===== src/rtl/rv32i_pkg.sv =====
// Shared RV32I encodings for the load/store pipeline stages and the MEM-stage state type.
package rv32i_pkg;

    localparam logic [6:0] OP_LOAD   = 7'b0000011;
    localparam logic [6:0] OP_STORE  = 7'b0100011;
    localparam logic [6:0] OP_LUI    = 7'b0110111;
    localparam logic [6:0] OP_AUIPC  = 7'b0010111;
    localparam logic [6:0] OP_JAL    = 7'b1101111;
    localparam logic [6:0] OP_JALR   = 7'b1100111;
    localparam logic [6:0] OP_BRANCH = 7'b1100011;
    localparam logic [6:0] OP_IMM    = 7'b0010011;
    localparam logic [6:0] OP_OP     = 7'b0110011;

    localparam logic [2:0] F3_B  = 3'b000;
    localparam logic [2:0] F3_H  = 3'b001;
    localparam logic [2:0] F3_W  = 3'b010;
    localparam logic [2:0] F3_BU = 3'b100;
    localparam logic [2:0] F3_HU = 3'b101;

    typedef enum logic [0:0] {
        IDLE = 1'b0,
        BUSY = 1'b1
    } mem_state_t;

    function automatic logic f3_legal(input logic is_store, input logic [2:0] f3);
        logic ok;
        case (f3)
            F3_B, F3_H, F3_W: ok = 1'b1;
            F3_BU, F3_HU:     ok = ~is_store;
            default:          ok = 1'b0;
        endcase
        return ok;
    endfunction

    function automatic logic f3_misaligned(input logic [2:0] f3, input logic [1:0] off);
        logic mis;
        case (f3)
            F3_H, F3_HU: mis = off[0];
            F3_W:        mis = (off != 2'b00);
            default:     mis = 1'b0;
        endcase
        return mis;
    endfunction

    // Non-memory opcodes that architecturally produce a register result.
    function automatic logic writes_rd(input logic [6:0] op);
        logic w;
        case (op)
            OP_LUI, OP_AUIPC, OP_JAL, OP_JALR, OP_IMM, OP_OP: w = 1'b1;
            default:                                         w = 1'b0;
        endcase
        return w;
    endfunction

endpackage


===== src/rtl/mem_align.sv =====
// Byte-lane steering for stores and lane extraction with sign/zero extension for loads.
module mem_align
    import rv32i_pkg::*;
(
    input  logic [2:0]  st_funct3,
    input  logic [1:0]  st_off,
    input  logic [31:0] st_data,
    input  logic [2:0]  ld_funct3,
    input  logic [1:0]  ld_off,
    input  logic [31:0] ld_word,
    output logic [3:0]  be,
    output logic [31:0] wdata,
    output logic [31:0] ld_data
);

    logic [31:0] lane_s;

    assign lane_s = ld_word >> {ld_off, 3'b000};

    // Store data is replicated into every lane so the byte enables alone pick the target.
    always_comb begin
        be    = 4'b1111;
        wdata = st_data;
        case (st_funct3)
            F3_B: begin
                be    = 4'b0001 << st_off;
                wdata = {4{st_data[7:0]}};
            end
            F3_H: begin
                be    = st_off[1] ? 4'b1100 : 4'b0011;
                wdata = {2{st_data[15:0]}};
            end
            default: begin
                be    = 4'b1111;
                wdata = st_data;
            end
        endcase
    end

    // Load result from the addressed lane, extended according to funct3.
    always_comb begin
        ld_data = lane_s;
        case (ld_funct3)
            F3_B:    ld_data = {{24{lane_s[7]}}, lane_s[7:0]};
            F3_H:    ld_data = {{16{lane_s[15]}}, lane_s[15:0]};
            F3_BU:   ld_data = {24'h000000, lane_s[7:0]};
            F3_HU:   ld_data = {16'h0000, lane_s[15:0]};
            default: ld_data = lane_s;
        endcase
    end

endmodule


===== src/rtl/mem_stage.sv =====
// Memory-access stage: MEM/WB register, req/ack data-memory handshake with watchdog, upstream stall.
module mem_stage
    import rv32i_pkg::*;
#(
    parameter int TIMEOUT = 255,
    parameter int CNT_W   = 8
) (
    input  logic        clk,
    input  logic        rst_n,
    input  logic        valid_in,
    input  logic [6:0]  opcode,
    input  logic [2:0]  funct3,
    input  logic [4:0]  rd,
    input  logic [31:0] c,
    input  logic [31:0] data2,
    output logic        stall_out,
    output logic        dmem_req,
    output logic        dmem_we,
    output logic [31:0] dmem_addr,
    output logic [3:0]  dmem_be,
    output logic [31:0] dmem_wdata,
    input  logic [31:0] dmem_rdata,
    input  logic        dmem_ack,
    output logic        valid_out,
    output logic        reg_we,
    output logic [4:0]  rd_out,
    output logic [31:0] wb_data,
    output logic        misaligned,
    output logic        illegal,
    output logic        bus_err
);

    localparam logic [CNT_W-1:0] TMO_LAST = CNT_W'(TIMEOUT - 1);
    localparam logic [CNT_W-1:0] CNT_ONE  = CNT_W'(1);

    mem_state_t        state_r;
    logic [CNT_W-1:0]  cnt_r;
    logic              req_r, we_r;
    logic [31:0]       addr_r, wdata_r, wb_data_r;
    logic [3:0]        be_r;
    logic [2:0]        f3_r;
    logic [1:0]        off_r;
    logic              valid_out_r, reg_we_r, mis_r, ill_r, berr_r;
    logic [4:0]        rd_out_r;

    logic              is_load_s, is_store_s, is_mem_s, ill_s, mis_s, expire_s;
    logic [3:0]        be_s;
    logic [31:0]       wdata_s, ld_data_s;

    assign is_load_s  = (opcode == OP_LOAD);
    assign is_store_s = (opcode == OP_STORE);
    assign is_mem_s   = is_load_s | is_store_s;
    assign ill_s      = is_mem_s & ~f3_legal(is_store_s, funct3);
    assign mis_s      = is_mem_s & ~ill_s & f3_misaligned(funct3, c[1:0]);
    assign expire_s   = (TIMEOUT != 0) && (cnt_r == TMO_LAST);

    mem_align u_align (
        .st_funct3 (funct3),
        .st_off    (c[1:0]),
        .st_data   (data2),
        .ld_funct3 (f3_r),
        .ld_off    (off_r),
        .ld_word   (dmem_rdata),
        .be        (be_s),
        .wdata     (wdata_s),
        .ld_data   (ld_data_s)
    );

    // Transaction FSM and MEM/WB register; rd_out holds the latched rd throughout BUSY.
    always_ff @(posedge clk or negedge rst_n) begin
        if (!rst_n) begin
            state_r     <= IDLE;
            cnt_r       <= '0;
            req_r       <= 1'b0;
            we_r        <= 1'b0;
            addr_r      <= 32'h0000_0000;
            be_r        <= 4'b0000;
            wdata_r     <= 32'h0000_0000;
            f3_r        <= 3'b000;
            off_r       <= 2'b00;
            valid_out_r <= 1'b0;
            reg_we_r    <= 1'b0;
            rd_out_r    <= 5'd0;
            wb_data_r   <= 32'h0000_0000;
            mis_r       <= 1'b0;
            ill_r       <= 1'b0;
            berr_r      <= 1'b0;
        end else begin
            case (state_r)
                IDLE: begin
                    cnt_r       <= '0;
                    valid_out_r <= 1'b0;
                    reg_we_r    <= 1'b0;
                    mis_r       <= 1'b0;
                    ill_r       <= 1'b0;
                    berr_r      <= 1'b0;
                    if (valid_in) begin
                        rd_out_r  <= rd;
                        wb_data_r <= c;
                        if (is_mem_s && !ill_s && !mis_s) begin
                            state_r <= BUSY;
                            req_r   <= 1'b1;
                            we_r    <= is_store_s;
                            addr_r  <= {c[31:2], 2'b00};
                            be_r    <= is_store_s ? be_s : 4'b1111;
                            wdata_r <= is_store_s ? wdata_s : 32'h0000_0000;
                            f3_r    <= funct3;
                            off_r   <= c[1:0];
                        end else begin
                            valid_out_r <= 1'b1;
                            reg_we_r    <= ~is_mem_s & writes_rd(opcode) & (rd != 5'd0);
                            mis_r       <= mis_s;
                            ill_r       <= ill_s;
                        end
                    end else begin
                        wb_data_r <= wb_data_r;
                    end
                end
                BUSY: begin
                    if (dmem_ack) begin
                        state_r     <= IDLE;
                        req_r       <= 1'b0;
                        valid_out_r <= 1'b1;
                        reg_we_r    <= ~we_r & (rd_out_r != 5'd0);
                        wb_data_r   <= ld_data_s;
                    end else if (expire_s) begin
                        state_r     <= IDLE;
                        req_r       <= 1'b0;
                        valid_out_r <= 1'b1;
                        reg_we_r    <= 1'b0;
                        berr_r      <= 1'b1;
                    end else begin
                        cnt_r <= cnt_r + CNT_ONE;
                    end
                end
                default: begin
                    state_r <= IDLE;
                    req_r   <= 1'b0;
                end
            endcase
        end
    end

    assign stall_out  = (state_r == BUSY);
    assign dmem_req   = req_r;
    assign dmem_we    = we_r;
    assign dmem_addr  = addr_r;
    assign dmem_be    = be_r;
    assign dmem_wdata = wdata_r;
    assign valid_out  = valid_out_r;
    assign reg_we     = reg_we_r;
    assign rd_out     = rd_out_r;
    assign wb_data    = wb_data_r;
    assign misaligned = mis_r;
    assign illegal    = ill_r;
    assign bus_err    = berr_r;

endmodule


===== config.mk =====
export PLATFORM = sky130hd
export DESIGN_NAME = mem_stage
export DESIGN_NICKNAME = d
export VERILOG_FILES = /design/src/rtl/rv32i_pkg.sv /design/src/rtl/mem_align.sv /design/src/rtl/mem_stage.sv
export SDC_FILE = /design/constraint.sdc
export NUM_CORES = 1
export LEC_CHECK = 0
export CAP_MARGIN = 20
export CORE_ASPECT_RATIO = 0.6
export CORE_MARGIN = 4
export CORE_UTILIZATION = 46
export CTS_CLUSTER_SIZE = 40
export DETAILED_ROUTE_END_ITERATION = 12
export PLACE_DENSITY = 0.94
export SYNTH_ARGS = -nofsm -noshare
export SYNTH_HDL_FRONTEND = slang
export SYNTH_HIERARCHICAL = 1
export SYNTH_SLANG_ARGS = --single-unit

===== constraint.sdc =====
create_clock -name clk -period 2.6 [get_ports clk]
set_input_delay 0.26 -clock clk [delete_from_list [all_inputs] [get_ports clk]]
set_output_delay 0.26 -clock clk [all_outputs]
set_load 0.05 [all_outputs]

* Word level (Yosys, flattened, before mapping)
Index checks and enable logic that the tools add are counted.
W data, S select, Z words.
** Cells by class
- $add $sub $neg :: 1
- Equal/unequal tests :: 23
- Shift operators :: 2
- Multiplexer cells :: 43
- Bitwise logic cells :: 13
- Reductions and logical operators :: 19
** Operator list (number)
- $pmux W32 S2 :: 2
- $pmux W32 S4 :: 1
- $mux W32 :: 3
- $shr A32 B5 Y32 :: 1
- $mux W1 :: 24
- $eq A7 B6 Y1 const B :: 3
- $mux W8 :: 2
- $pmux W8 S2 :: 1
- $eq A7 B5 Y1 const B :: 2
- $eq A7 B7 Y1 const B :: 2
- $pmux W1 S2 :: 7
- $eq A3 B3 Y1 const B :: 4
- $ne A2 B2 Y1 const B :: 5
- $reduce_bool A5 Y1 :: 2
- $add A8 B1 Y8 const B :: 1
- $eq A8 B8 Y1 const B :: 1
- $mux W4 :: 2
- $pmux W4 S2 :: 1
- $reduce_and A2 Y1 :: 4
- $eq A7 B2 Y1 const B :: 1
- $and A1 B1 Y1 :: 6
- $eq A3 B1 Y1 const B :: 2
- $logic_not A3 Y1 :: 2
- $not A1 Y1 :: 6
- 12 further kinds :: 16
** Storage, ports and cells
- Bits in registers :: 124
- Input port bits :: 115
- Output and inout port bits :: 113
- Word-level logic and storage cells :: 117

* Logic depth before layout (Yosys ltp)
- Word-level depth :: 18
- Mapped depth :: 9
- Gate-level depth less buffers :: 6

* Modules after synthesis
The synthesis kept the hierarchy.
** By module, submodules not included
- mem_stage :: times used 1, cells an instance 410, area an instance 5156.2 um^2
- mem_align :: times used 1, cells an instance 177, area an instance 1281.2 um^2

* Worst setup path before layout
No wires, ideal clock.
- Path type :: flip-flop to flip-flop
- Start :: register state_r (netlist: stall_out)
- End :: register wdata_r[23] (netlist: dmem_wdata[23])
- Arrival :: 2270 ps
- Path slack :: 209 ps
- Cell stages (with the launch flop) :: 10
- Clock period less this slack :: 2391 ps
- Path through :: dfrtp_1 -> clkbuf_1 -> nand2b_4 -> buf_6 -> or4_4 -> or2_1 -> buf_2 -> buf_6 -> buf_6 -> a22o_1
** On the way
- Cells in the longest elaborated chain, start to end :: 2
** RTL lines
- start, declared :: line mem_stage.sv:36 : mem_state_t state_r;
- start signal, assigned :: line mem_stage.sv:72 : state_r <= IDLE;
- start signal, assigned :: line mem_stage.sv:101 : state_r <= BUSY;
- start signal, assigned :: line mem_stage.sv:121 : state_r <= IDLE;
- $not A1 Y1 (no line)
- $reduce_and A3 Y1 (no line)
- end signal, assigned :: line mem_stage.sv:106 : wdata_r <= is_store_s ? wdata_s : 32'h0000_0000;
- end, declared :: line mem_stage.sv:39 : logic [31:0] addr_r, wdata_r, wb_data_r;
Every way passes these cells.
A chain may end at the register's enable or synchronous reset.

* Final worst setup path
- Start :: register off_r[1]
- End :: register wb_data_r[30] (netlist: wb_data[30])
** On the way
- Cells in the longest elaborated chain, start to end :: 4
** RTL lines
- start, declared :: line mem_stage.sv:42 : logic [1:0] off_r;
- start signal, assigned :: line mem_stage.sv:108 : off_r <= c[1:0];
- $shr A32 B5 Y32 :: line mem_align.sv:18 : assign lane_s = ld_word >> {ld_off, 3'b000};
- $pmux W32 S4 :: line mem_align.sv:43 : case (ld_funct3)
- net ld_data_s[30] :: line mem_stage.sv:48 : logic [31:0] wdata_s, ld_data_s;
- $mux W32 :: line mem_stage.sv:120 : if (dmem_ack) begin
- $pmux W32 S2 :: line mem_stage.sv:89 : case (state_r)
- end signal, assigned :: line mem_stage.sv:116 : wb_data_r <= wb_data_r;
- end signal, assigned :: line mem_stage.sv:125 : wb_data_r <= ld_data_s;
- end, declared :: line mem_stage.sv:39
The timed path passes the listed nets, and every way through them passes these cells. The select of a mux whose other input is x is not followed.

==> impl_metrics.tcl <==
set metrics [dict create \
    outcome "completed" \
    min_period_ns 2.21 \
    rsz0062_at_grt "false" \
    drive_above_1_share 0.172 \
    postCtsSetupBuffers 0 \
    postRouteAntennaNets 0 \
    ys_seq_area_frac 0.482 \
    avgSynthCellArea_um2 11.0 \
    yosys.area.top_type_share 0.482 \
    dpl.hpwl_um 14500 \
    crit_slowest_cell "dfrtp_1" \
    synth_edf_count 0 \
    grt_first_pass_wirelength_um 31300 \
    p_int_mw 4.11 \
    powerDensity_nw_per_um2 626 \
    reg2reg_depth 5 \
    grt_overflow 0 \
    drt_pre_antenna_iters 5 \
    area_growth_pct 46.9 \
    layout_common_cells "clkdlybuf4s50_1, dfrtp_1, mux2_2, nand2_1, mux2i_1" \
    dieHeight_um 99.6 \
    synthFlopType "dfrtp_1" \
    synth_top_area_cell "dfrtp_1" \
    final_nets 920 \
    vdd_drop_max_mv 0.415 \
    design_area_um2 9450 \
    p_comb_frac 0.225 \
    std_cell_rows 33 \
    holdWs_ns 0.454 \
    report.final.setup_viol 0 \
    arrival_ns 2.47 \
    place.gp.congestion 0.891 \
    clock_skew_ns 0.00933 \
    num_antenna_cells 0 \
    tns_ns 0 \
    clkPwrFrac 0.416 \
    synth_area_um2 6440 \
    tightest_slew_ns 0.876 \
    critPathKind "flip-flop to flip-flop" \
    cts_tree "done" \
    dr_total_vias 5549 \
    r2r-start "off_r[1]" \
    postSynthCellCount 587 \
    cts.htree.levels 4 \
    rrSetupSlack_ns 0.39 \
    layout_commonest_cell "clkdlybuf4s50_1" \
    die_area_um2 16000 \
    final_hold_viol_count 0 \
    synth_cell_types 60 \
    cpLargestDelayFamily "simple AND/OR/NAND/NOR gates" \
    io_pins 228 \
    clockRootBuffer "clkbuf_16" \
    worstPathMaxFanout 16 \
    rr_endpoint "wb_data[30]" \
    insertion_delay_ns 0.41 \
    relSlewSlack 0.416 \
    clock-sinks 124 \
    period_share 0.850 \
    switching_power_mw 1.81 \
    drt-wirelength-per-cell_um 19.3 \
    place_area_um2 8830 \
    path_clk_slew_ns 0.06 \
    core_um2 13700 \
    die_x_um 161 \
    maxCapViolations 0 \
    numCtsBuffers 17 \
    seqPwrFrac 0.359 \
    grt_max_degree 92 \
    p_sw_frac 0.305 \
    path_cells "mux2_2 > nand4bb_1 > nand3_1 > mux2i_1 > o21ai_0" \
    final-max-slew-violation-count 0 \
    synth_area_leaders "dfrtp_1, mux2_2, mux2i_1, a22o_1, nand2_1" \
    drc_errors 0 \
    grt_usage 0.246 \
    initial_core_util 0.471 \
    totalWireLength_um 19400 \
    crit_path_max_incr_delay_ns 0.66 \
    hold_path_class "input pin to async pin" \
    required_ns 2.86 \
    post-route-util 0.692 \
    ys_async_sr_fraction 1.00 \
    endpoint_kind "flip-flop" \
    max_freq_ghz 0.452 \
    antenna_found_initial 0 \
    critPathLaunchType "flip-flop" \
    yosysWarnings 6 \
    grt_pass1_vias 5663 \
    viasPerCell 5.50 \
    io_buffers 225 \
    leakage_nw 4.03 \
    first_iter_violations 393 \
    yosys_register_bits 124 \
    cts_buffer_depth 2 \
    crit_buf_inv 0 \
]
==> how the worst max path moves through the flow <==
stage	cells after the start	end	slack [ns]	startpoint
final	5	wb_data[30]	0.39	off_r[1]
after global routing	5	wb_data[26]	0.19	off_r[1]
after CTS	2	stall_out	0.06	stall_out
after detailed placement	6	dmem_addr[19]	0.10	opcode[6]
after global placement	6	dmem_addr[19]	0.14	opcode[6]
after floorplan	9	dmem_wdata[23]	0.21	stall_out
==> per-layer routing <==
| metal | global-route usage | vias to the layer above | wire [µm] |
|---|---|---|---|
| li1 | - | 2564 | - |
| met5 | 0 | - | 0 |
| met2 | 0.375 | 256 | 8540 |
| met3 | 0.0774 | 29 | 1790 |
| met4 | 0.0550 | 0 | 281 |
| met1 | 0.348 | 2700 | 8820 |
==> synth_stat cells, types with 4 or more instances <==
| cell | number |
|---|---|
| nor2_1 | 28 |
| nand3_1 | 20 |
| mux2i_1 | 48 |
| a22o_1 | 32 |
| o21ai_0 | 47 |
| a221oi_1 | 9 |
| a2bb2oi_1 | 4 |
| a21o_1 | 4 |
| nand2_1 | 63 |
| a21oi_1 | 23 |
| nor2b_1 | 4 |
| a211oi_1 | 4 |
| buf_4 | 14 |
| buf_2 | 7 |
| dfrtp_1 | 124 |
| buf_6 | 8 |
| mux2_2 | 74 |
| clkbuf_1 | 15 |
| inv_1 | 8 |
==> flip-flops by register name, indices dropped and copies added (netlist names) <==
register	cells
bus_err	1
cnt_r	8
dmem_addr	30
dmem_be	4
dmem_req	1
dmem_wdata	32
dmem_we	1
f3_r	3
illegal	1
misaligned	1
off_r	2
rd_out	5
reg_we	1
stall_out	1
valid_out	1
wb_data	32
==> metrics by stage <==
stage,std cells,setup WS (ns),power (mW)
6_report,1008,0.390,5.92
3_3_place_gp,975,0.144,3.46
5_1_grt,1008,0.190,6.15
3_5_place_dp,975,0.100,3.49
4_1_cts,1008,0.0590,5.96
2_1_floorplan,588,0.209,2.90
==> power groups by stage <==
stage / registers, mW / logic, mW / clock network (mW)
6_report: 2.13 / 1.33 / 2.46
2_1_floorplan: 2.53 / 0.376 / 0
4_1_cts: 2.13 / 1.33 / 2.50
3_3_place_gp: 2.15 / 1.31 / 0
3_5_place_dp: 2.16 / 1.33 / 0
5_1_grt: 2.14 / 1.41 / 2.60
==> area by class of cell <==
type,instances,area (µm²)
Fill cell,1018,4210
Sequential cell,124,3100
Multi-Input combinational cell,407,3030
Timing Repair Buffer,243,2430
Clock buffer,17,425
Tap cell,192,240
Clock inverter,15,188
Inverter,10,37.5
==> worst register-to-register path: stages (launching register included) <==
cell and delay [ns]:
dfrtp_1 0.66, mux2_2 0.45, nand4bb_1 0.46, nand3_1 0.23, mux2i_1 0.18, o21ai_0 0.08
==> kinds of logic (layout without fill, tap and decap cells) <==
group	Yosys count	after routing	synth area share
simple gates	144	144	0.113
compound gates	134	134	0.141
flops	124	124	0.482
mux	122	122	0.204
buf+inv	57	285	0.0523
xor+xnor	3	3	0.00408
fa+ha+maj	2	2	0.00389
other cells	1	2	0.000583
==> what timing repair did <==
action | 4_1_cts | 5_1_grt
resized for setup | 0 | 1
setup endpoints to repair | 0 | 1
hold endpoints to repair | 90 | 0
hold buffers | 1 | 0
(Power assumes the default switching activity.)
